`src/rtl/keypad_scanner.sv`:
```
// 4x4 keypad scanner: drives one row at a time, debounces a single pressed
// key and reports it as a one-cycle strobe, then tracks hold and release.
//
// state    | meaning
// ---------+----------------------------------------------------------
// SCAN     | rows rotate every SCAN_DIV cycles, columns sampled at wrap
// DEBOUNCE | row frozen, waiting for DEBOUNCE_CNT matching samples
// HELD     | key accepted and still pressed
// RELEASE  | all columns low, waiting for DEBOUNCE_CNT clean cycles
module keypad_scanner #(
  parameter int SCAN_DIV     = 16,
  parameter int DEBOUNCE_CNT = 8
) (
  input  logic       clk,
  input  logic       rst_n,
  input  logic [3:0] col_in,
  output logic [3:0] row_out,
  output logic [3:0] key_code,
  output logic       key_valid,
  output logic       key_held,
  output logic [1:0] state_out
);

  typedef enum logic [1:0] {
    ST_SCAN     = 2'd0,
    ST_DEBOUNCE = 2'd1,
    ST_HELD     = 2'd2,
    ST_RELEASE  = 2'd3
  } state_t;

  localparam logic [15:0] SCAN_LAST = 16'(SCAN_DIV - 1);
  localparam logic [15:0] DB_LAST   = 16'(DEBOUNCE_CNT - 1);

  state_t      state;
  logic [1:0]  row_idx;
  logic [1:0]  col_idx;
  logic [15:0] presc;
  logic [15:0] db_cnt;
  logic [3:0]  col_meta;
  logic [3:0]  col_s;
  logic        col_onehot;
  logic [1:0]  col_enc;
  logic [3:0]  col_mask;

  // Two-flop synchronizer; the raw column lines are never used elsewhere.
  always_ff @(posedge clk or negedge rst_n) begin
    if (!rst_n) begin
      col_meta <= 4'b0000;
      col_s    <= 4'b0000;
    end else begin
      col_meta <= col_in;
      col_s    <= col_meta;
    end
  end

  // Single-key detection and column encoding of the synchronized sample.
  always_comb begin
    col_onehot = 1'b0;
    col_enc    = 2'd0;
    case (col_s)
      4'b0001: begin col_onehot = 1'b1; col_enc = 2'd0; end
      4'b0010: begin col_onehot = 1'b1; col_enc = 2'd1; end
      4'b0100: begin col_onehot = 1'b1; col_enc = 2'd2; end
      4'b1000: begin col_onehot = 1'b1; col_enc = 2'd3; end
      default: begin col_onehot = 1'b0; col_enc = 2'd0; end
    endcase
    col_mask = 4'b0001 << col_idx;
  end

  // Scan / debounce / hold / release sequencing with registered key outputs.
  always_ff @(posedge clk or negedge rst_n) begin
    if (!rst_n) begin
      state     <= ST_SCAN;
      row_idx   <= 2'd0;
      col_idx   <= 2'd0;
      presc     <= 16'd0;
      db_cnt    <= 16'd0;
      key_code  <= 4'd0;
      key_valid <= 1'b0;
    end else begin
      key_valid <= 1'b0;
      case (state)
        ST_SCAN: begin
          if (presc == SCAN_LAST) begin
            presc <= 16'd0;
            if (col_onehot) begin
              col_idx <= col_enc;
              db_cnt  <= 16'd0;
              state   <= ST_DEBOUNCE;
            end else begin
              row_idx <= row_idx + 2'd1;
            end
          end else begin
            presc <= presc + 16'd1;
          end
        end
        ST_DEBOUNCE: begin
          if (col_s == col_mask) begin
            if (db_cnt == DB_LAST) begin
              key_code  <= {row_idx, col_idx};
              key_valid <= 1'b1;
              state     <= ST_HELD;
            end else begin
              db_cnt <= db_cnt + 16'd1;
            end
          end else begin
            // Bounce: resume scanning on the same row from a fresh period.
            presc <= 16'd0;
            state <= ST_SCAN;
          end
        end
        ST_HELD: begin
          if (col_s == 4'b0000) begin
            db_cnt <= 16'd0;
            state  <= ST_RELEASE;
          end
        end
        ST_RELEASE: begin
          if (col_s != 4'b0000) begin
            state <= ST_HELD;
          end else if (db_cnt == DB_LAST) begin
            presc   <= 16'd0;
            row_idx <= row_idx + 2'd1;
            state   <= ST_SCAN;
          end else begin
            db_cnt <= db_cnt + 16'd1;
          end
        end
        default: state <= ST_SCAN;
      endcase
    end
  end

  assign row_out   = 4'b0001 << row_idx;
  assign key_held  = (state == ST_HELD) || (state == ST_RELEASE);
  assign state_out = state;

endmodule

```
`config.mk`:
```
export PLATFORM = sky130hd
export DESIGN_NAME = keypad_scanner
export DESIGN_NICKNAME = d
export VERILOG_FILES = /design/src/rtl/keypad_scanner.sv
export SDC_FILE = /design/constraint.sdc
export NUM_CORES = 1
export LEC_CHECK = 0
export ABC_AREA = 1
export CAP_MARGIN = 10
export CORE_ASPECT_RATIO = 0.8
export CORE_UTILIZATION = 58
export CTS_CLUSTER_SIZE = 28
export DETAILED_ROUTE_END_ITERATION = 16
export GPL_TIMING_DRIVEN = 0
export PLACE_DENSITY = 0.75
export REMOVE_ABC_BUFFERS = 1
export SLEW_MARGIN = 20
export SYNTH_ARGS = -nofsm -noshare
export SYNTH_HDL_FRONTEND = slang
export SYNTH_SLANG_ARGS = --single-unit
```
`constraint.sdc`:
```
create_clock -name clk -period 2.45 [get_ports clk]
set_clock_uncertainty 0.2 [all_clocks]
set_input_delay 0.245 -clock clk [delete_from_list [all_inputs] [get_ports clk]]
set_output_delay 0.245 -clock clk [all_outputs]
set_load 0.05 [all_outputs]
```
==> impl_metrics.toml <==
[power]
power_mw = 2.587
leakage_nw = 1.657
ir_worst_vdd_v = 0.0003428
power.density_mw_per_mm2 = 754.2

[grt]
grt_max_degree = 52
grt_pass1_vias = 2424
antenna_found_initial = 0
grtUsageMet1 = 0.3678
gr-usage-met2 = 0.3863
grtUsageTotal = 0.2507
use_met3 = 0.04523
gr-max-usage-layer = "met2"
grt_pass1_wl_mm = 11.23
grt-ovfl-total = 0

[worst_setup_path]
crit_fanout = 4
rr_worst_depth = 11
crit_arrival_ns = 1.82
crit_start = "row_idx[0]"
cp.depth = 3
start_kind = "flip-flop"
cp_num_buf_inv = 2
cp_data_required_time_ns = 2.01
timing.rr.start = "db_cnt[0]"
crit_type = "flip-flop to primary output"
crit_chain = "inv_1 -> ha_1 -> clkdlybuf4s50_1"
critPathCaptureType = "primary output"
max_stage_delay_ns = 0.79
path_delay_family = "buffers and inverters"
slowest_stage = "clkdlybuf4s50_1"

[placement]
hpwl_mm = 4.725
io_buffers = 17
place_congestion = 0.9412
dp_cells = 523
placed_area_sq_mm = 0.003316
post-place-ws_ns = -0.1508

[worst_hold_path]
hold-path-cell-count = 0
hp-class = "flip-flop to flip-flop"
min_from = "col_meta[3]"

[synthesis]
syn_area_sq_mm = 0.003129
yosysUniqueCellTypes = 29
ys_ff_latch = 51
ys_seq_area_frac = 0.4078
yosys-top-cells-area = "dfrtp_1, nand2_1, nand3_1, nor2_1, inv_1"
synth_area_leader_cell = "dfrtp_1"
syn_inst = 453
synth_top_area_share = 0.4078
synth_area_per_cell_sq_um = 6.908
ys_warn_count = 0

[layout]
diodes = 0
fillers = 466
post-route-util = 0.6733
drive_above_1_share = 0.04894
syn2layout_area_growth_pct = 9.596
fin_area_sq_mm = 0.003430
fin_cells = 532
mostFrequentLayoutCell = "nand2_1"
fin_nets = 481
layout_common_cells = "nand2_1, nor2_1, nand3_1, dfrtp_1, inv_1"

[drt]
wl_per_cell_um = 12.51
drt_wl_total_mm = 6.654
ant_nets = 0
first_iter_violations = 215
drcViolationCount = 8
vias = 2892
viasPerCell = 5.436
first_pass_iters = 11

[status]
status = "complete, but fails checks"
violations = "DRC"

[clock_network]
cts.sinks = 51
cts_root_buf = "clkbuf_8"
clock_latency_ns = 0.30
htreeDepth = 2
post_cts_buffers = 0
tritoncts = "yes"
clockBufferDepth = 2
cts_inserted_buffers = 5
path_clk_slew_ns = 0.10

[timing]
relSlewSlack = 0.5717
final_hold_viol_count = 0
fmax_mhz = 441.6
period_minus_slack_ns = 2.264
worst_pin_slew_ns = 0.6424
layout_setup_ws_ns = 0.1857
setup_viol = 0
drv_slew = 0
fin_crit_sh = 0.9242
rsz0062_at_grt = "no"

[floorplan]
chipHeight_um = 67.70
rows = 23
initial_utilization = 0.6143
fp.coreArea_sq_mm = 0.005094
die_w_um = 84.12
dieArea_sq_mm = 0.005695
io_pins = 18

[job]
cap_violations = 0
==> where the power goes <==
part / leakage [nW] / switching, mW / internal, mW
Sequential: 0.681 / 0.125 / 0.937
Clock: 0.0489 / 0.292 / 0.207
Combinational: 0.927 / 0.731 / 0.293
==> worst reg2reg max path: stages, from the launching register on <==
cell and delay (ns):
dfrtp_1 0.46, ha_1 0.24, nand2_1 0.09, nor2_1 0.28, nand2_1 0.14, nor2_1 0.29
nand2_1 0.09, nand2_1 0.06, nand2_1 0.04, nor2_1 0.09, nand3_1 0.08, nand2_1 0.07
==> per-stage QoR <==
stage	hold slack [ns]	TNS (ns)
floorplan	-0.2506	0
global placement	0.1411	-30.50
detailed placement	0.1143	-1.542
CTS	0.1598	0
global route	0.1638	0
finish	0.1632	0
==> cells by family (layout without fill, tap and decap cells) <==
family	count (synthesis)	count (layout)	synth area share
adders and majority gates	6	6	0.02399
AOI/OAI and AO/OA	31	31	0.05358
and+or+nand+nor	300	300	0.4150
xor gates and xnor gates	8	8	0.02239
DFF	51	51	0.4078
buffers and inverters	57	74	0.07717
==> path summary, 6_finish.rpt <==
kind	to	slack, ns
min in group asynchronous	key_code[3]	0.31
max in group asynchronous	db_cnt[6]	1.31
worst min-delay path	col_s[3]	0.16
worst max register to register	db_cnt[14]	0.27
worst max-delay path	row_out[0]	0.19
worst min register to register	col_s[3]	0.16
==> cell usage after synthesis <==
cell / instances
nor2_4: 1
o21a_1: 1
o211ai_1: 1
clkbuf_1: 3
nand2_2: 4
buf_4: 2
buf_6: 2
nand4_1: 12
nand3_1: 54
o21ai_0: 23
nand3b_4: 1
nor2_8: 1
inv_1: 44
nand2_4: 1
inv_4: 1
nor4_1: 1
ha_1: 6
a21oi_1: 3
nor3_1: 10
o21bai_1: 3
nor2_1: 63
nand2_1: 151
buf_2: 1
xor2_1: 7
nor2_2: 1
inv_2: 3
clkbuf_2: 1
dfrtp_1: 51
xnor2_1: 1
==> metal layers <==
| metal | wire, um | part of all wire |
|---|---|---|
| met5 | 0 | 0 |
| met4 | 46 | 0.0069 |
| met3 | 457 | 0.069 |
| met2 | 2815 | 0.42 |
| met1 | 3335 | 0.50 |
==> final cells by class <==
type / count / area [sq um] / area share
multi-input combinational: 345 / 1624 / 0.4736
inverter: 48 / 182.7 / 0.05327
tap: 62 / 77.57 / 0.02262
sequential: 51 / 1276 / 0.3721
clock inverter: 3 / 22.52 / 0.006567
timing repair buffer: 18 / 177.7 / 0.05181
clock buffer: 5 / 68.82 / 0.02007
==> timing repair <==
item,4_1_cts,5_1_grt
resized for setup,1,1
hold buffers,1,0
hold endpoints to repair,51,0
endpoints found under the setup margin,16,15
==> sequential cells by signal, summed over array words and instances (netlist names) <==
signal     count
db_cnt        16
col_s          4
presc         16
col_idx        2
state_out      2
key_code       4
col_meta       4
row_idx        2
key_valid      1
Power figures use the tool's default switching activity.
==> RTL change (config.mk and constraints unchanged) <==
Reset style: synchronous (`rst_n`), changed in 2 clocked blocks.
--- a/src/rtl/keypad_scanner.sv
+++ b/src/rtl/keypad_scanner.sv
@@ -43,7 +43,7 @@
   logic [3:0]  col_mask;
 
   // Two-flop synchronizer; the raw column lines are never used elsewhere.
-  always_ff @(posedge clk or negedge rst_n) begin
+  always_ff @(posedge clk) begin
     if (!rst_n) begin
       col_meta <= 4'b0000;
       col_s    <= 4'b0000;
@@ -68,7 +68,7 @@
   end
 
   // Scan / debounce / hold / release sequencing with registered key outputs.
-  always_ff @(posedge clk or negedge rst_n) begin
+  always_ff @(posedge clk) begin
     if (!rst_n) begin
       state     <= ST_SCAN;
       row_idx   <= 2'd0;
Check against the original RTL: no difference found for any inputs over 10 cycles, from zero or initial values and one cycle with rst_n low; that may be too few to reach the edited logic, so the function may still have changed.
==> RTL change against the original RTL <==
  * Area after synthesis is 5.8% higher
  * Sequential cell count stayed put
  * Synthesized cell count is 13% higher
  * Setup slack worse by 0.021 ns
  * Global-route usage is 0.11 points higher
  * Final area is 5.4% higher
  * Wire length is 7.5% higher
  * Non-clock buffer count is 2 higher
  * Final cell count is 14% higher
  * Utilization is 1.2 points lower
  * Critical path type is now reg2reg
Power is not compared: it rests on default switching activity, and its combinational part moved more than twofold at a synthesized area within 25%.
==> RTL change: results (changes against the original RTL) <==
The flow ran to the end, and the final reports show no timing, DRC or antenna violations. The tools report the largest net degree at the start of global routing as 34 (was 52). The tools report the origin of the critical flop-to-flop path as state_out[1] (was db_cnt[0]). The number of buffers added on ports is 17 (unchanged), and the proportion of layout cells with a drive suffix above 1 is 13.3% (was 4.89%). The tools report the sum of net half-perimeters after detailed placement as 4970 um (was 4730 um). For the maximum clock insertion buffer count, the log shows 2 (unchanged).

The tools report the number of cells after detailed placement as 595 (was 523). The synthesized area per cell works out to 6.45 sq um (was 6.91 sq um). The hold path startpoint was col_meta[1] (was col_meta[3]). The tools report the worst-case hold path end point as col_s[1] (was col_s[3]).

The global placer's final weighted congestion came out at 0.903 (was 0.941). Regs by FF count: db_cnt x16, presc x16 (unchanged). The initial antenna violation count was 0 (unchanged). Leading cell types by count after synthesis: nand2_1 (128), nor2_1 (89), dfxtp_1 (51) (was nand2_1 (151), nor2_1 (63), nand3_1 (54)). The tools report the sequential share of the synthesized area as 30.9% (was 40.8%). Dominant delay contributor by cell family on the critical path: simple AND/OR/NAND/NOR gates (was buffers and inverters).

The total number of nets in the final design is 543 (was 481). The slowest cell on the critical path is dfxtp_1 (was clkdlybuf4s50_1). The number of global-route vias before repair was 2683 (was 2424).

The tools report the clock tree root buffer cell as clkbuf_8 (unchanged). The proportion of synthesized flip-flops having asynchronous set or reset works out to 0% (was 100%). For the number of distinct library cell variants in the gate-level netlist after synthesis, the log shows 30 (was 29).

The analysis attributes to cell leakage a power of 1.49 nW. For the count of routing violations after the opening detailed-route iteration, the log shows 260 (was 215). Path class of the lowest-slack min-delay path: reg2reg (unchanged).

Cell depth of the worst hold path: 2 (was 0). The tools report the endpoint of the lowest-slack register-to-register path as db_cnt[1] (was db_cnt[14]). The number of iterations in the first detailed-routing pass is 5 (was 11). The via count of the routed design was 3148 (was 2892); the global-route wire length before repair was 12200 um (was 11200 um). The clock transition at the registers of the reported paths is 0.10 ns (about the same). The tools report the worst-skew pair later-pin latency as 0.32 ns (was 0.30 ns). The data arrival time of the worst path is 2.33 ns (was 1.82 ns). Top cells by area, synth: dfxtp_1 (31%), nand2_1 (15%), nor2_1 (10%), nand3_1 (6.7%), inv_1 (5.2%) (was dfrtp_1 (41%), nand2_1 (18%), nand3_1 (8.6%), nor2_1 (7.6%), inv_1 (5.3%)).

The total of warnings raised by yosys was 0 (unchanged). The CTS H-tree depth was 2 (unchanged). The final setup slack of the worst path was 0.165 ns (was 0.186 ns); the worst reg-to-reg path cell count was 10 (was 11).

Most common flop cell mapped by yosys: dfxtp_1 (was dfrtp_1). The final routed wire length divided by cell count is 11.8 um (was 12.5 um), and the largest driver fanout on the critical path is 18 (was 4). For the worst-case headroom to the max-slew limit, the log shows 51.6% (was 57.2%). The run gives -0.465 ns (was -0.151 ns) as the setup slack after placement.

The maximum cell stage delay along the critical path was 0.39 ns (was 0.79 ns). For the global router's overall resource usage, the log shows 25.2% (was 25.1%). The wire length reported by the detailed router was 7150 um (was 6650 um).
-- RTL change: changes by cell type after synthesis, moves of 4 or more --
| cell | before | now |
|---|---|---|
| nand3_1 | 54 | 44 |
| ha_1 | 6 | 10 |
| a21oi_1 | 3 | 27 |
| nand2_1 | 151 | 128 |
| nor2_1 | 63 | 89 |
| dfrtp_1 | 51 | 0 |
| nor2_2 | 1 | 8 |
| o21ai_0 | 23 | 12 |
| a21oi_2 | 0 | 11 |
| nand2_2 | 4 | 24 |
| dfxtp_1 | 0 | 51 |
-- RTL change: final cells by class --
cell class,count,area [sq um]
Clock inverter,3,26.3
Timing Repair Buffer,20,204
Inverter,51,191
Multi-Input combinational cell,398,2010
Tap cell,78,97.6
Fill cell,518,1850
Clock buffer,5,68.8
Sequential cell,51,1020
-- RTL change: timing repair --
item / 4_1_cts / 5_1_grt
setup endpoints to repair: 17 / 1
hold buffers: 0 / 0
pin swaps: 2 / 0
gates resized for setup: 1 / 0
buffers inserted: 2 / 1
endpoints found under the hold margin: 0 / 0
-- RTL change: per-stage QoR --
stage	setup TNS (ns)	cell area [sq um]	hold WS (ns)
2_1_floorplan	-4.58	3220	0.138
3_3_place_gp	-8.48	3490	0.194
3_5_place_dp	-7.18	3490	0.198
4_1_cts	0	3600	0.222
5_1_grt	0	3620	0.235
6_report	0	3620	0.223
-- RTL change: kinds of logic (layout without fill, tap and decap cells) --
family | count (synthesis) | after routing | synth area share [%]
xor+xnor | 12 | 12 | 3.18
fa+ha+maj | 10 | 10 | 3.78
simple gates | 321 | 321 | 43.5
flops | 51 | 51 | 30.9
buf+inv | 64 | 79 | 8.51
compound gates | 55 | 55 | 10.2
-- RTL change: tightest hold or removal path, cell delays in order, from the launching register on --
cell	delay, ns
dfxtp_1	0.31
nand2_1	0.05
inv_1	0.03
-- RTL change: power by group through the flow --
stage	clock network (W)	registers (W)	logic, W
floorplan	0	0.000864	0.0000445
global placement	0	0.000865	0.0000638
finish	0.000523	0.000846	0.0000658
CTS	0.000543	0.000846	0.0000661
global route	0.000575	0.000848	0.0000738
detailed placement	0	0.000865	0.0000656
-- RTL change: layer usage --
| layer | vias up | global-route usage (%) | share of wire, % |
|---|---|---|---|
| li1 | 1653 | - | - |
| met2 | 96 | 36.2 | 42 |
| met3 | 7 | 4.64 | 6.8 |
| met5 | - | 0 | 0 |
| met1 | 1392 | 38.3 | 51 |
| met4 | 0 | 6.85 | 0.98 |
-- RTL change: how the worst max path moves through the flow --
stage | from | to
detailed placement | state_out[1] | db_cnt[6]
finish | state_out[1] | db_cnt[1]
CTS | state_out[1] | db_cnt[1]
global placement | state_out[1] | db_cnt[10]
global route | state_out[1] | db_cnt[3]
floorplan | state_out[1] | db_cnt[0]
